**src/rtl/fetch_pkg.sv**
```systemverilog
// Shared definitions for the fetch stage: reset vector, PC step,
// next-PC source encoding and the instruction alignment mask.
package fetch_pkg;

    localparam logic [31:0] DEFAULT_RESET_PC = 32'h0000_2000;
    localparam logic [31:0] PC_INC           = 32'd4;
    localparam logic [31:0] ALIGN_MASK       = 32'hFFFF_FFFC;

    // Listed in priority order, highest first.
    typedef enum logic [2:0] {
        SEL_WB,
        SEL_EX,
        SEL_HOLD,
        SEL_PRED,
        SEL_SEQ
    } next_pc_sel_t;

    function automatic logic [31:0] align_pc(input logic [31:0] pc);
        return pc & ALIGN_MASK;
    endfunction

endpackage

```
**src/rtl/fetch_perf_counter.sv**
```systemverilog
// Saturating event counter: counts inc pulses, sticks at all-ones.
module fetch_perf_counter #(
    parameter int CNT_W = 32
) (
    input  logic             clk,
    input  logic             rst,
    input  logic             inc,
    output logic [CNT_W-1:0] count
);

    localparam logic [CNT_W-1:0] CNT_ONE = CNT_W'(1);

    // NOTE: state registers use non-blocking assignment so every flop samples pre-edge values.
    always_ff @(posedge clk or negedge rst) begin
        if (!rst) begin
            count <= '0;
        end else if (inc && (count != '1)) begin
            count <= count + CNT_ONE;
        end
    end

endmodule

```
**src/rtl/fetch_pc_gen.sv**
```systemverilog
// Fetch-stage next-PC selection and IF/ID register, including the
// prediction fields handed to EX for mispredict detection.
module fetch_pc_gen
    import fetch_pkg::*;
#(
    parameter logic [31:0] RESET_PC = DEFAULT_RESET_PC,
    parameter int          CNT_W    = 32
) (
    input  logic             clk,
    input  logic             rst,
    input  logic             id_stall,
    input  logic             ex_redirect,
    input  logic [31:0]      ex_redirect_pc,
    input  logic             wb_redirect,
    input  logic [31:0]      wb_redirect_pc,
    input  logic [31:0]      id_target,
    input  logic             id_target_taken,
    output logic [31:0]      if_addr,
    output logic [31:0]      id_pc,
    output logic             id_valid,
    output logic             id_pred_taken,
    output logic [31:0]      id_pred_target,
    output logic [CNT_W-1:0] pred_redirects,
    output logic [CNT_W-1:0] ex_redirects
);

    logic         if_valid;
    logic         pred_taken_q;
    logic [31:0]  pred_target_q;
    logic         pred_fire;
    logic [31:0]  seq_pc;
    logic [31:0]  next_pc;
    next_pc_sel_t sel;

    assign pred_fire = id_valid && id_target_taken;
    assign seq_pc    = if_addr + PC_INC;

    // The cycle right after reset behaves like a hold: the reset-vector
    // fetch is issued without advancing.
    // NOTE: every combinational output gets a default first, so no latch is inferred.
    always_comb begin
        sel = SEL_SEQ;
        if (wb_redirect) begin
            sel = SEL_WB;
        end else if (ex_redirect) begin
            sel = SEL_EX;
        end else if (id_stall || !if_valid) begin
            sel = SEL_HOLD;
        end else if (pred_fire) begin
            sel = SEL_PRED;
        end
    end

    always_comb begin
        next_pc = seq_pc;
        case (sel)
            SEL_WB:   next_pc = align_pc(wb_redirect_pc);
            SEL_EX:   next_pc = align_pc(ex_redirect_pc);
            SEL_HOLD: next_pc = if_addr;
            SEL_PRED: next_pc = align_pc(id_target);
            default:  next_pc = seq_pc;
        endcase
    end

    always_ff @(posedge clk or negedge rst) begin
        if (!rst) begin
            if_addr       <= RESET_PC;
            if_valid      <= 1'b0;
            id_pc         <= '0;
            id_valid      <= 1'b0;
            pred_taken_q  <= 1'b0;
            pred_target_q <= '0;
        end else begin
            case (sel)
                SEL_WB, SEL_EX: begin
                    if_addr  <= next_pc;
                    if_valid <= 1'b1;
                    id_valid <= 1'b0;
                end
                SEL_HOLD: begin
                    if (!id_stall) begin
                        if_valid <= 1'b1;
                    end
                    // The predictor holds under stall; keep a copy of its verdict.
                    if (id_valid) begin
                        pred_taken_q  <= id_target_taken;
                        pred_target_q <= align_pc(id_target);
                    end
                end
                SEL_PRED: begin
                    if_addr       <= next_pc;
                    id_pc         <= if_addr;
                    id_valid      <= 1'b0;
                    pred_taken_q  <= 1'b0;
                    pred_target_q <= seq_pc;
                end
                default: begin
                    if_addr       <= next_pc;
                    id_pc         <= if_addr;
                    id_valid      <= if_valid;
                    pred_taken_q  <= 1'b0;
                    pred_target_q <= seq_pc;
                end
            endcase
        end
    end

    // Live ID instructions see the predictor directly; otherwise the side register.
    assign id_pred_taken  = id_valid ? id_target_taken     : pred_taken_q;
    assign id_pred_target = id_valid ? align_pc(id_target) : pred_target_q;

    fetch_perf_counter #(.CNT_W(CNT_W)) u_pred_cnt (
        .clk   (clk),
        .rst   (rst),
        .inc   (sel == SEL_PRED),
        .count (pred_redirects)
    );

    fetch_perf_counter #(.CNT_W(CNT_W)) u_ex_cnt (
        .clk   (clk),
        .rst   (rst),
        .inc   (sel == SEL_EX),
        .count (ex_redirects)
    );

endmodule
```
**config.mk**
```make
export PLATFORM = sky130hd
export DESIGN_NAME = fetch_pc_gen
export DESIGN_NICKNAME = d
export VERILOG_FILES = /design/src/rtl/fetch_pkg.sv /design/src/rtl/fetch_perf_counter.sv /design/src/rtl/fetch_pc_gen.sv
export SDC_FILE = /design/constraint.sdc
export NUM_CORES = 1
export LEC_CHECK = 0
export BUFFER_PORTS_ARGS = -buffer_cell sky130_fd_sc_hd__buf_2
export CORE_ASPECT_RATIO = 0.7
export CORE_MARGIN = 2
export CORE_UTILIZATION = 38
export DETAILED_ROUTE_END_ITERATION = 10
export SYNTH_ARGS = -nofsm -noshare
export SYNTH_HDL_FRONTEND = slang
export SYNTH_SLANG_ARGS = --single-unit
```
**constraint.sdc**
```tcl
create_clock -name clk -period 3.03 [get_ports clk]
set_input_delay 0.4545 -clock clk [delete_from_list [all_inputs] [get_ports clk]]
set_output_delay 0.4545 -clock clk [all_outputs]
set_load 0.02 [all_outputs]
```
==> results.md, run 1 <==
- Setup violations remaining at the end of the flow were counted as 0.
- For this run, the leading register cell type out of synthesis is dfrtp_1.
- The longest individual stage delay on the worst path is 0.75 ns.
- The tightest min-delay check is of the input port to async pin type.
- After clock tree synthesis, the clock-pin slew on the worst setup and hold paths is 0.07 ns.
- The number of clock buffers added by TritonCTS is 17.
- Using the TritonRoute via totals, the vias-per-cell ratio works out to 5.59.
- The mean instance size in the synthesized netlist is 9.10 sq um.
- The post-route antenna net violation count is 0.
- The H-tree was split into 4 levels.
- The gate count after technology mapping is 974.
- The detailed placer's ending HPWL is 22900 um.
- For this run, the number of Yosys warnings is 0.
- The checks that failed: hold timing.
- Setup repair after global routing left no endpoint under its margin.
- The clock tree from TritonCTS is done.
- The time the final worst path needs with I/O delays and setup is 2.63 ns.
- The critical path is of the flip-flop to flip-flop type.
- The sequential cells in the finished layout cover a total of 3980 sq um.
- The first global-routing pass estimated 49200 um of wire.
- The net total in the final layout is 1321.
- The max-capacitance violation count is 0.
- The weighted congestion at the end of routability-driven global placement is 0.856.
- The number of antenna violations at the first check in global routing was 0.
- The relative slew slack is 37.5%.
- The total power consumption of the routed design is 6510 uW.
- The required time at the endpoint of the critical path is 3.40 ns.
- The final worst hold slack is -0.00570 ns.
- The kind of end point of the critical path is a flip-flop.
- The total of hold buffers inserted after clock tree synthesis is 0.
- Across all layers, the routed design uses 8610 vias.
- The detailed-route wire length per cell is 20.4 um.
- The multi-input combinational cells in the finished layout cover a total of 4560 sq um.
- Based on the critical path, the design can be clocked at up to 380 MHz.
- The first routing iteration left 648 violations.
- Clock latency on the worst-skew pair, taken at its later pin, is 0.44 ns.
- The total routing resource utilization after global routing is 25.7%.
- STA classifies the critical path startpoint as a flip-flop.
- The arrival time of the worst setup path is 3.01 ns.
- The core utilization of the finished layout is 49.0%.
- The number of ports placed on the die boundary is 264.
- The total number of placement rows is 46.
- The routed design has 31400 um of wire.
- Of all flip-flops after synthesis, the portion carrying an async set or reset was 100%.
- By area the synthesized netlist is led by dfrtp_1 45%, nand2_1 7.4%, xnor2_1 4.9%.
- Sequential cells were found to cover 44.9% of the synthesized design area.
- The count of port buffers added during placement is 253.
- The largest vdd supply drop is 0.420 mV.
- Post-CTS repair changed the size of 0 cells.
- In this run the standard cell core region covers 22800 sq um.
- The max-slew violation count came to 0.
- The power density normalized to cell area is 582 nW/um^2.
- The leakage power is 0.00535 uW.
- After synthesis, the largest area contributor takes up 44.6% of total cell area.
- Leaving out fill and tap cells, the most frequent cell in the layout is buf_2.
- The maximum count of clock buffers along a single path is 2.
- The kind of cell with the highest combined delay along the critical path is simple AND/OR/NAND/NOR gates.
- Between clock sinks in the finished design, the worst skew comes to 0.0105 ns.
- The filler cells instantiated in the layout total 2213.
- The clock sink total is 159.
- The master of the slowest instance on the critical path is or4b_1.
- The run finished, with violations left.
- The die area is 24600 sq um.
- The number of distinct library cells after synthesis is 65.
- The number of global-route vias before repair was 8203.
- The count of buffers added by post-CTS timing repair for setup is 0.
- The die span in y is 132 um.
- Adding up every negative setup slack in the final design gives 0 ns.
- For this run, design rule violations remaining after detail routing come to 0.
- The effective utilization at floorplan is 38.9%.
- The repair_antennas step left the layout with diodes totalling 0.
- The number of hold violations in the final report is 11.
- The number of flops mapped to enable cells by yosys is 0.
- In this run the worst path has a maximum fanout of 10.
- The aggregate global routing overflow is 0.
- The cell area after synthesis is 8860 sq um.
- Entering global routing, the biggest net connects 57 pins.
- The root cell of the clock tree is clkbuf_16.
- At the pin with the least slew margin, the transition time is 0.928 ns.
- Leaving out fill and tap cells, the most frequent cells in the layout are 252 x buf_2, 174 x nand2_1, 158 x dfrtp_1.
- dfrtp_1 takes more of the synthesized area than any other cell.
- Synthesis inferred 159 register bits.
- The critical path goes through nand4_2 > or2_0 > or4b_1 > or4_1 > nand3_1.
- The floorplan step set the die width to 187 um.
- In the finished design, the share of the clock period the worst path needs comes to 87.0%.
- The number of search-and-repair iterations in the first detailed-routing pass is 5.
- The area growth from synthesis to layout is 26.0%.
- The number of buffers and inverters on the critical path is 0.
- The ratio of cells with drive above 1 in the final layout is 29.4%.
==> path summary, 6_finish.rpt <==
check,startpoint,endpoint,slack (ns),depth (start not counted)
max in group asynchronous,rst,if_addr[13],2.31,2
hold reg to reg,id_pc[20],id_pc[20],0.47,2
setup reg to reg,if_addr[13],pred_target_q[31],0.40,5
hold / removal,rst,u_ex_cnt.count[30],-0.006,1
min in group clk,id_stall,if_valid,0.27,2
setup / recovery,if_addr[13],pred_target_q[31],0.40,5
==> sequential cells by signal, indices dropped and copies added (netlist names) <==
name,cells
if_addr,30
pred_taken_q,1
id_valid,1
u_ex_cnt.count,32
if_valid,1
pred_target_q,32
u_pred_cnt.count,32
id_pc,30
==> power breakdown <==
part | total [uW] | leakage (uW) | switching [uW] | internal, uW
sequential | 2650 | 0.00201 | 273 | 2380
clock | 2330 | 0.000306 | 944 | 1390
combinational | 1520 | 0.00303 | 954 | 569
total | 6510 | 0.00535 | 2170 | 4330
==> logic make-up (layout without fill, tap and decap cells) <==
family                   after synthesis  in the layout  synth area share (%)
AO/OA/AOI/OAI                        174            174                  12.9
multiplexers                          53             53                  6.42
other                                  1              4                0.0423
AND/OR/NAND/NOR                      420            420                  23.5
flip-flops                           159            159                  44.9
XOR/XNOR                              80             80                  7.90
buffers and inverters                 84            336                  3.88
adder cells (fa/ha/maj)                3              3                 0.423
==> worst reg2reg max path: stages (launching register included) <==
cell and delay [ns]:
dfstp_2 0.61, nand4_2 0.17, or2_0 0.40, or4b_1 0.75, or4_1 0.55, nand3_1 0.10
==> Yosys cell counts, types with 9 or more instances <==
cell type / number
and4_1: 10
nand4_1: 43
clkbuf_1: 43
nand2_1: 175
nor3_1: 19
buf_2: 9
nor2_1: 37
o21ai_0: 53
xor2_1: 30
dfrtp_1: 158
o22ai_1: 10
mux2i_1: 22
and3_1: 11
nand3_1: 55
inv_1: 15
or4_1: 11
and2_1: 11
nor4_1: 19
buf_1: 10
a21oi_1: 27
xnor2_1: 50
mux2_2: 31
o211ai_1: 12
a22oi_1: 28
==> routing by layer <==
metal	vias up	global-route usage (%)	part of all wire (%)
met5	-	0	0
met4	0	5.60	1.2
li1	4016	-	-
met1	4201	39.6	49
met3	29	6.02	8.0
met2	364	36.4	42
==> layout make-up <==
type                            count  area share (%)
Sequential cell                   159            35.6
Tap cell                          312            3.49
Clock buffer                       19            3.87
Timing Repair Buffer              288            14.0
Inverter                           16           0.538
Multi-Input combinational cell    734            40.8
Clock inverter                     13            1.68
==> per-stage QoR <==
step | instances | instance area (sq um) | worst slack [ns]
floorplan | 977 | 8880 | 0.670
global placement | 1509 | 10600 | 0.477
detailed placement | 1509 | 10600 | 0.451
CTS | 1541 | 11200 | 0.435
global route | 1541 | 11200 | 0.282
finish | 1541 | 11200 | 0.395
No activity file was read; power rests on OpenSTA's default activity.
==> inputs of run 2 (changes only) <==
--- a/config.mk
+++ b/config.mk
@@ -6,10 +6,14 @@
 export NUM_CORES = 1
 export LEC_CHECK = 0
 export BUFFER_PORTS_ARGS = -buffer_cell sky130_fd_sc_hd__buf_2
+export CELL_PAD_IN_SITES_DETAIL_PLACEMENT = 0
+export CELL_PAD_IN_SITES_GLOBAL_PLACEMENT = 1
 export CORE_ASPECT_RATIO = 0.7
 export CORE_MARGIN = 2
-export CORE_UTILIZATION = 38
+export CORE_UTILIZATION = 30
 export DETAILED_ROUTE_END_ITERATION = 10
+export PLACE_DENSITY_LB_ADDON = 0.1
+export SLEW_MARGIN = 5
 export SYNTH_ARGS = -nofsm -noshare
 export SYNTH_HDL_FRONTEND = slang
 export SYNTH_SLANG_ARGS = --single-unit
==> results.md, run 2 (synthesis gave the netlist of run 1 again) <==
- Registers with the most flip-flops: pred_target_q x32, u_ex_cnt.count x32, u_pred_cnt.count x32 (unchanged).
- The area added between synthesis and finish is 27.4% (was 26.0%).
- The count of buffers added by post-CTS timing repair for setup is 0 (unchanged).
- The die span in y is 148 um (was 132 um).
- The clock transition at the registers of the reported paths is 0.06 ns (was 0.07 ns).
- The first-pass GRT wire length is 51900 um (was 49200 um).
- The clock tree from TritonCTS is done (unchanged).
- The largest vdd supply drop came to 0.279 mV (was 0.420 mV).
- The final-layout setup total negative slack is 0 ns (unchanged).
- The max-capacitance violation count is 0 (unchanged).
- The number of buffers added by the clock tree synthesis step is 17 (unchanged).
- The final worst hold slack is -0.0111 ns (was -0.00570 ns).
- The number of global-route vias before repair is 8048 (was 8203).
- The total number of placement rows is 52 (was 46).
- The most frequent standard cell in the layout excluding fill and tap cells was buf_2 (unchanged).
- The detailed placer's ending HPWL is 25600 um (was 22900 um).
- The power density normalized to cell area came to 568 nW/um^2 (was 582 nW/um^2).
- The total routing resource utilization after global routing is 22.2% (was 25.7%).
- The root cell of the clock tree was clkbuf_16 (unchanged).
- The weighted congestion at the end of routability-driven global placement was 0.806 (was 0.856).
- The max-slew violation count is 0 (unchanged).
- The maximum count of clock buffers along a single path is 2 (unchanged).
- The type of the worst setup path is flip-flop to flip-flop (unchanged).
- The clock sink total is 159 (unchanged).
- The clock latency on the worst-skew pair is 0.44 ns (about the same).
- The net total in the final layout is 1332 (was 1321).
- The time the final worst path needs with I/O delays and setup is 2.62 ns (was 2.63 ns).
- The DRC violation count after routing is 0 (unchanged).
- The type of element launching the critical path is a flip-flop (unchanged).
- The met3 usage in global routing was 4.89% (was 6.02%).
- The ratio of cells with drive above 1 in the final layout was 30.1% (was 29.4%).
- The final worst clock skew is 0.00896 ns (was 0.0105 ns).
- The via density per instance was 5.24 (was 5.59).
- The die extent in x is 209 um (was 187 um).
- The leakage power is 0.00537 uW (was 0.00535 uW).
- The total of hold buffers inserted after clock tree synthesis is 0 (unchanged).
- The highest fanout seen on the critical path is 10 (unchanged).
- Most frequent cells in the layout: 252 x buf_2, 174 x nand2_1, 157 x dfrtp_1 (was 252 x buf_2, 174 x nand2_1, 158 x dfrtp_1).
- The arrival time of the worst setup path is 2.95 ns (was 3.01 ns).
- The number of hold violations in the final report is 3 (was 11).
- The met2 capacity usage during global routing is 31.1% (was 36.4%).
- The effective utilization at floorplan is 30.5% (was 38.9%).
- The number of DRC markers after the initial detailed-route iteration is 650 (was 648).
- The relative slew slack is 49.8% (was 37.5%).
- Violated checks: hold timing (unchanged).
- The footprint of the multi-input gates is 4560 sq um (about the same).
- The detailed-route wire length per cell is 21.2 um (was 20.4 um).
- The number of search-and-repair iterations in the first detailed-routing pass is 5 (unchanged).
- Status: complete, but fails checks (unchanged).
- The most utilized layer in the global route result is met1 (unchanged).
- The total routed wirelength is 34200 um (was 31400 um).
- The number of ports placed on the die boundary was 264 (unchanged).
- The antenna cell count is 0 (unchanged).
- The required time at the endpoint of the critical path is 3.35 ns (was 3.40 ns).
- The aggregate global routing overflow came to 0 (unchanged).
- The maximum level of the CTS H-tree is 4 (unchanged).
- The share of the cycle needed by the critical path after routing is 86.6% (was 87.0%).
- The count of final setup violators is 0 (unchanged).
- The pin count of the biggest net entering global routing was 59 (was 57).
- The area after detailed placement is 10700 sq um (was 10600 sq um).
- The via count came to 8473 (was 8610).
- The worst hold path class is input port to async pin (unchanged).
- The final design area excluding fillers came to 11300 sq um (was 11200 sq um).
- The upper clock frequency limit is 381 MHz (was 380 MHz).
- The post-route antenna net violation count was 0 (unchanged).
- The die area is 31000 sq um (was 24600 sq um).
- The count of port buffers added during placement is 253 (unchanged).
- The kind of end point of the critical path is a flip-flop (unchanged).
- The register area came to 3980 sq um (about the same).
- The slew at the pin closest to its max-slew limit was 0.746 ns (was 0.928 ns).
- RSZ-0062 raised after global routing: no (unchanged).
- The post-cts resize count is 0 (unchanged).
- The met1 track demand over resource in global routing is 34.8% (was 39.6%).
- The area inside the core boundary is 29000 sq um (was 22800 sq um).
- The number of antenna violations at the first check in global routing is 1 (was 0).
- The number of fillers in the final layout is 2979 (was 2213).
run 2: cell types whose count changed in the layout (fill, tap and decap cells not counted), sizes merged:
cell	delta
clkbuf	+4
buf	+11
inv	-2
clkinvlp	+4
clkinv	-4
bufinv	-2
run 2: metal layers:
| metal | vias up | part of all wire, % |
|---|---|---|
| met4 | 2 | 0.60 |
| met3 | 15 | 5.0 |
| li1 | 4032 | - |
| met1 | 4205 | 53 |
| met5 | - | 0.035 |
| met2 | 219 | 41 |
run 2: cell type report:
class | instances | share of cell area [%]
inverters | 16 | 0.532
multi-input cells | 734 | 40.4
clock buffers | 23 | 4.23
repair buffers | 299 | 14.4
clock inverters | 9 | 0.964
flip-flops and latches | 159 | 35.2
well taps | 378 | 4.19
run 2: final timing paths:
check / slack [ns] / from / cells past startpoint / end
worst max-delay path: 0.41 / if_addr[2] / 6 / if_addr[24]
worst min-delay path: -0.01 / rst / 1 / u_ex_cnt.count[3]
worst max register to register: 0.41 / if_addr[2] / 6 / if_addr[24]
worst min register to register: 0.47 / id_pc[27] / 2 / id_pc[27]
max in group asynchronous: 2.22 / rst / 2 / if_addr[13]
min in group clk: 0.26 / wb_redirect_pc[10] / 3 / if_addr[10]
run 2: per-stage QoR:
step           cells  utilization (%)  hold WS (ns)  setup slack (ns)  total power, uW
5_1_grt         1618             38.9        0.0326             0.276             6740
6_report        1618             38.9       -0.0111             0.406             6420
2_1_floorplan    977                -         0.159             0.670             3560
3_3_place_gp    1586             36.9         0.459             0.474             4240
3_5_place_dp    1586             36.9         0.461             0.420             4250
4_1_cts         1618             38.9        0.0127             0.409             6490
run 2: critical path: stages, from the launching register on:
cell     delay, ns
dfrtp_1       0.53
ha_1          0.35
nand4_1       0.24
nor3_1        0.24
nand4_1       0.48
a21o_1        0.33
a311o_1       0.33
run 2: where the power goes:
group	internal [uW]	switching, uW	total (uW)
registers	2380	282	2660
logic	572	965	1540
clock network	1280	945	2220
